File: src/rtl/isqrt_seq_pkg.sv
`default_nettype none
// +----------------------------------------------------------------------+
// | isqrt_seq_pkg : shared types and sizing helpers for isqrt_seq        |
// | Rev 1.0                                                              |
// +----------------------------------------------------------------------+
package isqrt_seq_pkg;

  typedef enum logic [1:0] {
    IDLE = 2'd0,
    BUSY = 2'd1,
    DONE = 2'd2
  } state_t;

  function automatic int n_iter(input int width, input int steps);
    return (steps > 0) ? (width / 2) / steps : 1;
  endfunction

  function automatic bit cfg_ok(input int width, input int steps);
    return (width >= 4) && (width % 2 == 0) && (steps >= 1) && ((width / 2) % steps == 0);
  endfunction

endpackage
`default_nettype wire

File: src/rtl/isqrt_seq_if.sv
`default_nettype none
// +----------------------------------------------------------------------+
// | isqrt_seq_if : request/result handshake bundle for isqrt_seq         |
// | Rev 1.0                                                              |
// +----------------------------------------------------------------------+
interface isqrt_seq_if #(
  parameter int BIT_WIDTH = 12
);
  localparam int ROOT_W = BIT_WIDTH / 2;

  logic                 in_valid;
  logic                 in_ready;
  logic [BIT_WIDTH-1:0] x_in;
  logic                 round_in;
  logic                 out_valid;
  logic                 out_ready;
  logic [ROOT_W-1:0]    root;
  logic [ROOT_W:0]      rem;
  logic                 sat;

  modport master (
    output in_valid, x_in, round_in, out_ready,
    input  in_ready, out_valid, root, rem, sat
  );

  modport slave (
    input  in_valid, x_in, round_in, out_ready,
    output in_ready, out_valid, root, rem, sat
  );

endinterface
`default_nettype wire

File: src/rtl/isqrt_seq_step.sv
`default_nettype none
// +----------------------------------------------------------------------+
// | isqrt_seq_step : one combinational restoring square-root digit step  |
// | Rev 1.0                                                              |
// +----------------------------------------------------------------------+
module isqrt_seq_step #(
  parameter int BIT_WIDTH = 12
) (
  input  wire logic [BIT_WIDTH-1:0] i_r,
  input  wire logic [BIT_WIDTH-1:0] i_c,
  input  wire logic [BIT_WIDTH-1:0] i_d,
  output logic      [BIT_WIDTH-1:0] o_r,
  output logic      [BIT_WIDTH-1:0] o_c,
  output logic      [BIT_WIDTH-1:0] o_d
);

  logic [BIT_WIDTH:0] w_sum;
  logic [BIT_WIDTH:0] w_diff;

  // One extra bit so the sign of r - (c+d) is visible in the MSB
  assign w_sum  = {1'b0, i_c} + {1'b0, i_d};
  assign w_diff = {1'b0, i_r} - w_sum;

  assign o_c = w_diff[BIT_WIDTH] ? (i_c >> 1) : ((i_c >> 1) + i_d);
  assign o_r = w_diff[BIT_WIDTH] ? i_r : w_diff[BIT_WIDTH-1:0];
  assign o_d = i_d >> 2;

endmodule
`default_nettype wire

File: src/rtl/isqrt_seq.sv
`default_nettype none
// +----------------------------------------------------------------------+
// | isqrt_seq : multi-cycle integer square root, floor/nearest, handshake|
// | Rev 1.0                                                              |
// +----------------------------------------------------------------------+
module isqrt_seq
  import isqrt_seq_pkg::*;
#(
  parameter int BIT_WIDTH       = 12,
  parameter int STEPS_PER_CYCLE = 1
) (
  input  wire logic  clk,
  input  wire logic  reset,
  input  wire logic  flush,
  isqrt_seq_if.slave bus
);

  localparam int ROOT_W = BIT_WIDTH / 2;
  localparam int N_ITER = n_iter(BIT_WIDTH, STEPS_PER_CYCLE);
  localparam int CNT_W  = (N_ITER > 1) ? $clog2(N_ITER) : 1;
  localparam logic [CNT_W-1:0]     c_LAST   = CNT_W'(N_ITER - 1);
  localparam logic [BIT_WIDTH-1:0] c_D_INIT = BIT_WIDTH'(1) << (BIT_WIDTH - 2);

  if (!cfg_ok(BIT_WIDTH, STEPS_PER_CYCLE)) begin : g_bad_cfg
    $error("isqrt_seq: BIT_WIDTH must be even and >=4, STEPS_PER_CYCLE must divide BIT_WIDTH/2");
  end

  state_t               r_state;
  logic                 r_in_ready;
  logic                 r_out_valid;
  logic [ROOT_W-1:0]    r_root;
  logic [ROOT_W:0]      r_rem;
  logic                 r_sat;
  logic [BIT_WIDTH-1:0] r_work;
  logic [BIT_WIDTH-1:0] r_c;
  logic [BIT_WIDTH-1:0] r_d;
  logic [CNT_W-1:0]     r_cnt;
  logic                 r_round;

  logic [BIT_WIDTH-1:0] w_r [0:STEPS_PER_CYCLE];
  logic [BIT_WIDTH-1:0] w_c [0:STEPS_PER_CYCLE];
  logic [BIT_WIDTH-1:0] w_d [0:STEPS_PER_CYCLE];

  assign w_r[0] = r_work;
  assign w_c[0] = r_c;
  assign w_d[0] = r_d;

  for (genvar g = 0; g < STEPS_PER_CYCLE; g++) begin : g_chain
    isqrt_seq_step #(.BIT_WIDTH(BIT_WIDTH)) u_step (
      .i_r (w_r[g]),
      .i_c (w_c[g]),
      .i_d (w_d[g]),
      .o_r (w_r[g+1]),
      .o_c (w_c[g+1]),
      .o_d (w_d[g+1])
    );
  end

  logic [ROOT_W-1:0] w_floor;
  logic [ROOT_W:0]   w_rem;
  logic              w_round_up;
  logic              w_sat;
  logic [ROOT_W-1:0] w_root;
  logic              w_unused;

  // After the last step the root and remainder fit in their narrower result fields
  assign w_floor    = w_c[STEPS_PER_CYCLE][ROOT_W-1:0];
  assign w_rem      = w_r[STEPS_PER_CYCLE][ROOT_W:0];
  assign w_unused   = ^{w_c[STEPS_PER_CYCLE][BIT_WIDTH-1:ROOT_W],
                        w_r[STEPS_PER_CYCLE][BIT_WIDTH-1:ROOT_W+1]};
  assign w_round_up = r_round && ({1'b0, w_floor} < w_rem);
  assign w_sat      = w_round_up && (&w_floor);
  assign w_root     = (w_round_up && !w_sat) ? w_floor + ROOT_W'(1) : w_floor;

  always_ff @(posedge clk or posedge reset) begin
    if (reset) begin
      r_state     <= IDLE;
      r_in_ready  <= 1'b1;
      r_out_valid <= 1'b0;
      r_root      <= '0;
      r_rem       <= '0;
      r_sat       <= 1'b0;
      r_work      <= '0;
      r_c         <= '0;
      r_d         <= '0;
      r_cnt       <= '0;
      r_round     <= 1'b0;
    end else if (flush) begin
      r_state     <= IDLE;
      r_in_ready  <= 1'b1;
      r_out_valid <= 1'b0;
    end else begin
      case (r_state)
        IDLE: begin
          if (bus.in_valid) begin
            r_work     <= bus.x_in;
            r_round    <= bus.round_in;
            r_c        <= '0;
            r_d        <= c_D_INIT;
            r_cnt      <= '0;
            r_in_ready <= 1'b0;
            r_state    <= BUSY;
          end
        end
        BUSY: begin
          r_work <= w_r[STEPS_PER_CYCLE];
          r_c    <= w_c[STEPS_PER_CYCLE];
          r_d    <= w_d[STEPS_PER_CYCLE];
          r_cnt  <= r_cnt + CNT_W'(1);
          if (r_cnt == c_LAST) begin
            r_root      <= w_root;
            r_rem       <= w_rem;
            r_sat       <= w_sat;
            r_out_valid <= 1'b1;
            r_state     <= DONE;
          end
        end
        DONE: begin
          if (bus.out_ready) begin
            r_out_valid <= 1'b0;
            r_in_ready  <= 1'b1;
            r_state     <= IDLE;
          end
        end
        default: begin
          r_out_valid <= 1'b0;
          r_in_ready  <= 1'b1;
          r_state     <= IDLE;
        end
      endcase
    end
  end

  assign bus.in_ready  = r_in_ready;
  assign bus.out_valid = r_out_valid;
  assign bus.root      = r_root;
  assign bus.rem       = r_rem;
  assign bus.sat       = r_sat;

endmodule
`default_nettype wire

File: src/flat_wrapper.sv
// flat-port wrapper written by rule: the top's interface ports become plain ports
module isqrt_seq_flat import isqrt_seq_pkg::*;
#(
  parameter int BIT_WIDTH       = 12,
  parameter int STEPS_PER_CYCLE = 1
)
  (clk, reset, flush, bus_in_valid, bus_x_in, bus_round_in, bus_out_ready, bus_in_ready, bus_out_valid, bus_root, bus_rem, bus_sat);
  isqrt_seq_if #(.BIT_WIDTH(BIT_WIDTH)) bus_i ();
  input  wire logic clk;
  input  wire logic reset;
  input  wire logic flush;
  input wire logic [$bits(bus_i.in_valid)-1:0] bus_in_valid;
  input wire logic [$bits(bus_i.x_in)-1:0] bus_x_in;
  input wire logic [$bits(bus_i.round_in)-1:0] bus_round_in;
  input wire logic [$bits(bus_i.out_ready)-1:0] bus_out_ready;
  output wire logic [$bits(bus_i.in_ready)-1:0] bus_in_ready;
  output wire logic [$bits(bus_i.out_valid)-1:0] bus_out_valid;
  output wire logic [$bits(bus_i.root)-1:0] bus_root;
  output wire logic [$bits(bus_i.rem)-1:0] bus_rem;
  output wire logic [$bits(bus_i.sat)-1:0] bus_sat;
  assign bus_i.in_valid = bus_in_valid;
  assign bus_i.x_in = bus_x_in;
  assign bus_i.round_in = bus_round_in;
  assign bus_i.out_ready = bus_out_ready;
  assign bus_in_ready = bus_i.in_ready;
  assign bus_out_valid = bus_i.out_valid;
  assign bus_root = bus_i.root;
  assign bus_rem = bus_i.rem;
  assign bus_sat = bus_i.sat;
  isqrt_seq #(.BIT_WIDTH(BIT_WIDTH), .STEPS_PER_CYCLE(STEPS_PER_CYCLE)) u_core (.clk(clk), .reset(reset), .flush(flush), .bus(bus_i));
endmodule
File: config.mk
export PLATFORM = sky130hd
export DESIGN_NAME = isqrt_seq_flat
export DESIGN_NICKNAME = d
export VERILOG_FILES = /design/src/rtl/isqrt_seq_pkg.sv /design/src/rtl/isqrt_seq_if.sv /design/src/rtl/isqrt_seq_step.sv /design/src/rtl/isqrt_seq.sv /design/src/flat_wrapper.sv
export SDC_FILE = /design/constraint.sdc
export NUM_CORES = 1
export LEC_CHECK = 0
export BUFFER_PORTS_ARGS = -buffer_cell sky130_fd_sc_hd__buf_2
export CORE_ASPECT_RATIO = 0.7
export CORE_UTILIZATION = 30
export DETAILED_ROUTE_END_ITERATION = 16
export PLACE_DENSITY_LB_ADDON = 0.05
export SLEW_MARGIN = 20
export SYNTH_ARGS = -nofsm -noshare
export SYNTH_HDL_FRONTEND = slang
export SYNTH_SLANG_ARGS = --single-unit
File: constraint.sdc
create_clock -name clk -period 6.4 [get_ports clk]
set_clock_uncertainty 0.05 [all_clocks]
set_input_delay 0.32 -clock clk [delete_from_list [all_inputs] [get_ports clk]]
set_output_delay 0.32 -clock clk [all_outputs]
set_load 0.01 [all_outputs]
==> impl_metrics.ini <==
[outcome]
run_status = complete, but fails checks
violations = design-rule violations

[finish]
antenna_cells = 0
final_core_util_pct = 34.8
syn_to_final_growth_pct = 11.8
finish.net_count = 517
drive_gt1_share_pct = 17.4

[global_routing]
grt_pass1_vias = 3086
grt_overflow = 0
grt_pass1_wl_um = 17600
grt.total_usage_pct = 17.0
grt_max_degree = 53
antenna_found_initial = 0

[drt]
ant_nets = 0
wl_per_cell_um = 17.6
via_per_inst = 4.97
routed-via-count = 3094
drt_wl_total_um = 11000
drt_pass1_iterations = 12
drc = 1
drtIter0Drc = 131

[clock_network]
cts_buffers = 5
cts_setup_buffers = 0
h-tree-depth = 2
clk_latency_ns = 0.30
cts_root_buffer = clkbuf_16
ctsResizeCount = 0
cts_sinks = 52
clk_pin_slew_ns = 0.08
cts_tree = done
clockBufferDepth = 2
hold_buffers = 0

[placement]
place.gp.congestion = 0.807
port_buffers = 33
place_hpwl_um = 8310

[sta]
final-hold-violation-count = 0
post-route-min-period_ns = 5.62
rsz0062_at_grt = false
drv_slew = 0
finalSetupTns_ns = 0
relSlewSlack_pct = 38.4
min_period_over_period_pct = 87.9
tightest_slew_ns = 0.922
setup_violations = 0
fmaxAchievable_mhz = 178

[setup_path]
r2r_cells = 19
crit_path_end_kind = flip-flop
arrival_ns = 5.72
crit_fanout = 16
r2r_start = u_core.r_c[4]$_DFFE_PP0P_
worst-setup-path-type = reg2reg
r2r_slack_ns = 0.78
crit_path_start_kind = flip-flop
reg2reg_to = u_core.bus.root[5]$_DFFE_PP0P_
required_ns = 6.49

[die]
rows = 34
start_util_pct = 31.2
die_h_um = 97.7
die-width_um = 139
boundaryPins = 34
coreArea_um2 = 12600
die_area_um2 = 13500

[yosys]
ys_seq_elements = 52
syn-num-nets = 489
synth_edf_count = 0
yosys.area.top_type = dfrtp_1
syn_avg_cell_area_um2 = 9.08
yosysTopAreaCellShare_pct = 32.5
synth_cell_types = 75
synthTopCellsByArea = dfrtp_1 33%, ha_1 10%, nand2_1 5.5%, o21ai_0 5.4%, inv_1 3.7%
synth_common_cells = 57 x nand2_1, 51 x dfrtp_1, 42 x o21ai_0, 39 x inv_1, 32 x ha_1
async_flop_share_pct = 100
syn_area_um2 = 3920
synth-main-ff-cell = dfrtp_1
synth_most_common_cell = nand2_1
yosysSeqAreaShare_pct = 33.2
synthCells = 432
ys_warn_count = 0

[power]
p_per_area_nw_per_um2 = 534
ir_drop_mv = 0.149
p_leak_nw = 2.04

[min_path]
hold_class = in2async

[job]
cap_violations = 0
==> layout make-up <==
class                           count  area [µm²]
Multi-Input combinational cell    324        2390
Inverter                           41         154
Clock inverter                      3        27.5
Clock buffer                        5         125
Tap cell                          162         203
Sequential cell                    52        1300
Fill cell                        1356        8210
Timing Repair Buffer               36         188
==> critical path: stages, from the launching register on <==
cell and delay, ns:
dfrtp_1 0.42, inv_1 0.21, fa_1 0.46, ha_1 0.34, inv_1 0.10, o31ai_4 0.33, a21o_4 0.22, a211oi_4 0.10
nor2_4 0.49, mux2i_1 0.45, ha_1 0.32, nand2_1 0.10, a21oi_1 0.07, nand2_1 0.12, nor3_1 0.06, a2111oi_0 0.47
a41oi_1 0.21, a21boi_2 0.45, nor4bb_1 0.38, o31ai_1 0.11
==> state kept, by name (all words and copies together) (netlist names) <==
name and count:
u_core.r_c 12, u_core.r_work 12, u_core.bus.rem 7, u_core.bus.root 6, u_core.r_d 6, u_core.r_cnt 3, u_core.r_state 2, u_core.bus.in_ready 1
u_core.bus.out_valid 1, u_core.bus.sat 1, u_core.r_round 1
==> layer usage <==
metal / GRT usage, % / part of all wire, % / wire length (µm) / vias up
met5: 0 / 0 / 0 / -
li1: - / - / - / 1571
met3: 2.91 / 3.1 / 341 / 6
met4: 3.68 / 1.1 / 125 / 0
met2: 24.3 / 41 / 4530 / 39
met1: 26.1 / 54 / 5980 / 1478
==> placed cells by master (no fill, tap or decap), types with 10 or more instances in the layout <==
master | netlist | layout
a21o_1 | 10 | 10
a21oi_1 | 21 | 21
buf_2 | 1 | 33
dfrtp_1 | 51 | 51
ha_1 | 32 | 32
inv_1 | 39 | 38
nand2_1 | 57 | 57
nor2_1 | 24 | 24
o21ai_0 | 42 | 42
xnor2_1 | 11 | 11
==> power breakdown <==
part	internal (mW)	switching (mW)	total, mW
sequential	0.409	0.0812	0.490
combinational	0.612	0.951	1.56
clock	0.149	0.141	0.290
total	1.17	1.17	2.34
==> kinds of logic after synthesis <==
kind of cell / synth area share (%)
AOI/OAI and AO/OA: 23.5
and+or+nand+nor: 14.9
buffers and inverters: 6.03
DFF: 33.2
adders and majority gates: 13.8
xor gates and xnor gates: 4.69
muxes: 3.89
==> stage by stage <==
step	area, µm²	hold WS, ns	worst slack (ns)	total power [mW]	instances
finish	4390	0.162	0.777	2.34	623
global route	4390	0.193	0.354	2.56	623
CTS	4390	0.191	0.766	2.36	623
detailed placement	4230	0.415	0.794	2.06	615
global placement	4230	0.411	1.09	2.05	615
floorplan	3920	0.336	1.75	1.69	432
==> worst max-delay path by stage <==
stage,start,to,slack (ns),depth (start not counted)
finish,u_core.r_c[4]$_DFFE_PP0P_,u_core.bus.root[5]$_DFFE_PP0P_,0.78,19
global route,u_core.r_c[4]$_DFFE_PP0P_,u_core.bus.root[5]$_DFFE_PP0P_,0.35,19
CTS,u_core.r_c[4]$_DFFE_PP0P_,u_core.bus.root[5]$_DFFE_PP0P_,0.77,19
detailed placement,u_core.r_c[4]$_DFFE_PP0P_,u_core.bus.root[5]$_DFFE_PP0P_,0.79,19
global placement,u_core.r_c[4]$_DFFE_PP0P_,u_core.bus.root[5]$_DFFE_PP0P_,1.09,17
floorplan,u_core.r_c[4]$_DFFE_PP0P_,u_core.bus.root[3]$_DFFE_PP0P_,1.75,21
No activity file was read; power rests on OpenSTA's default activity.
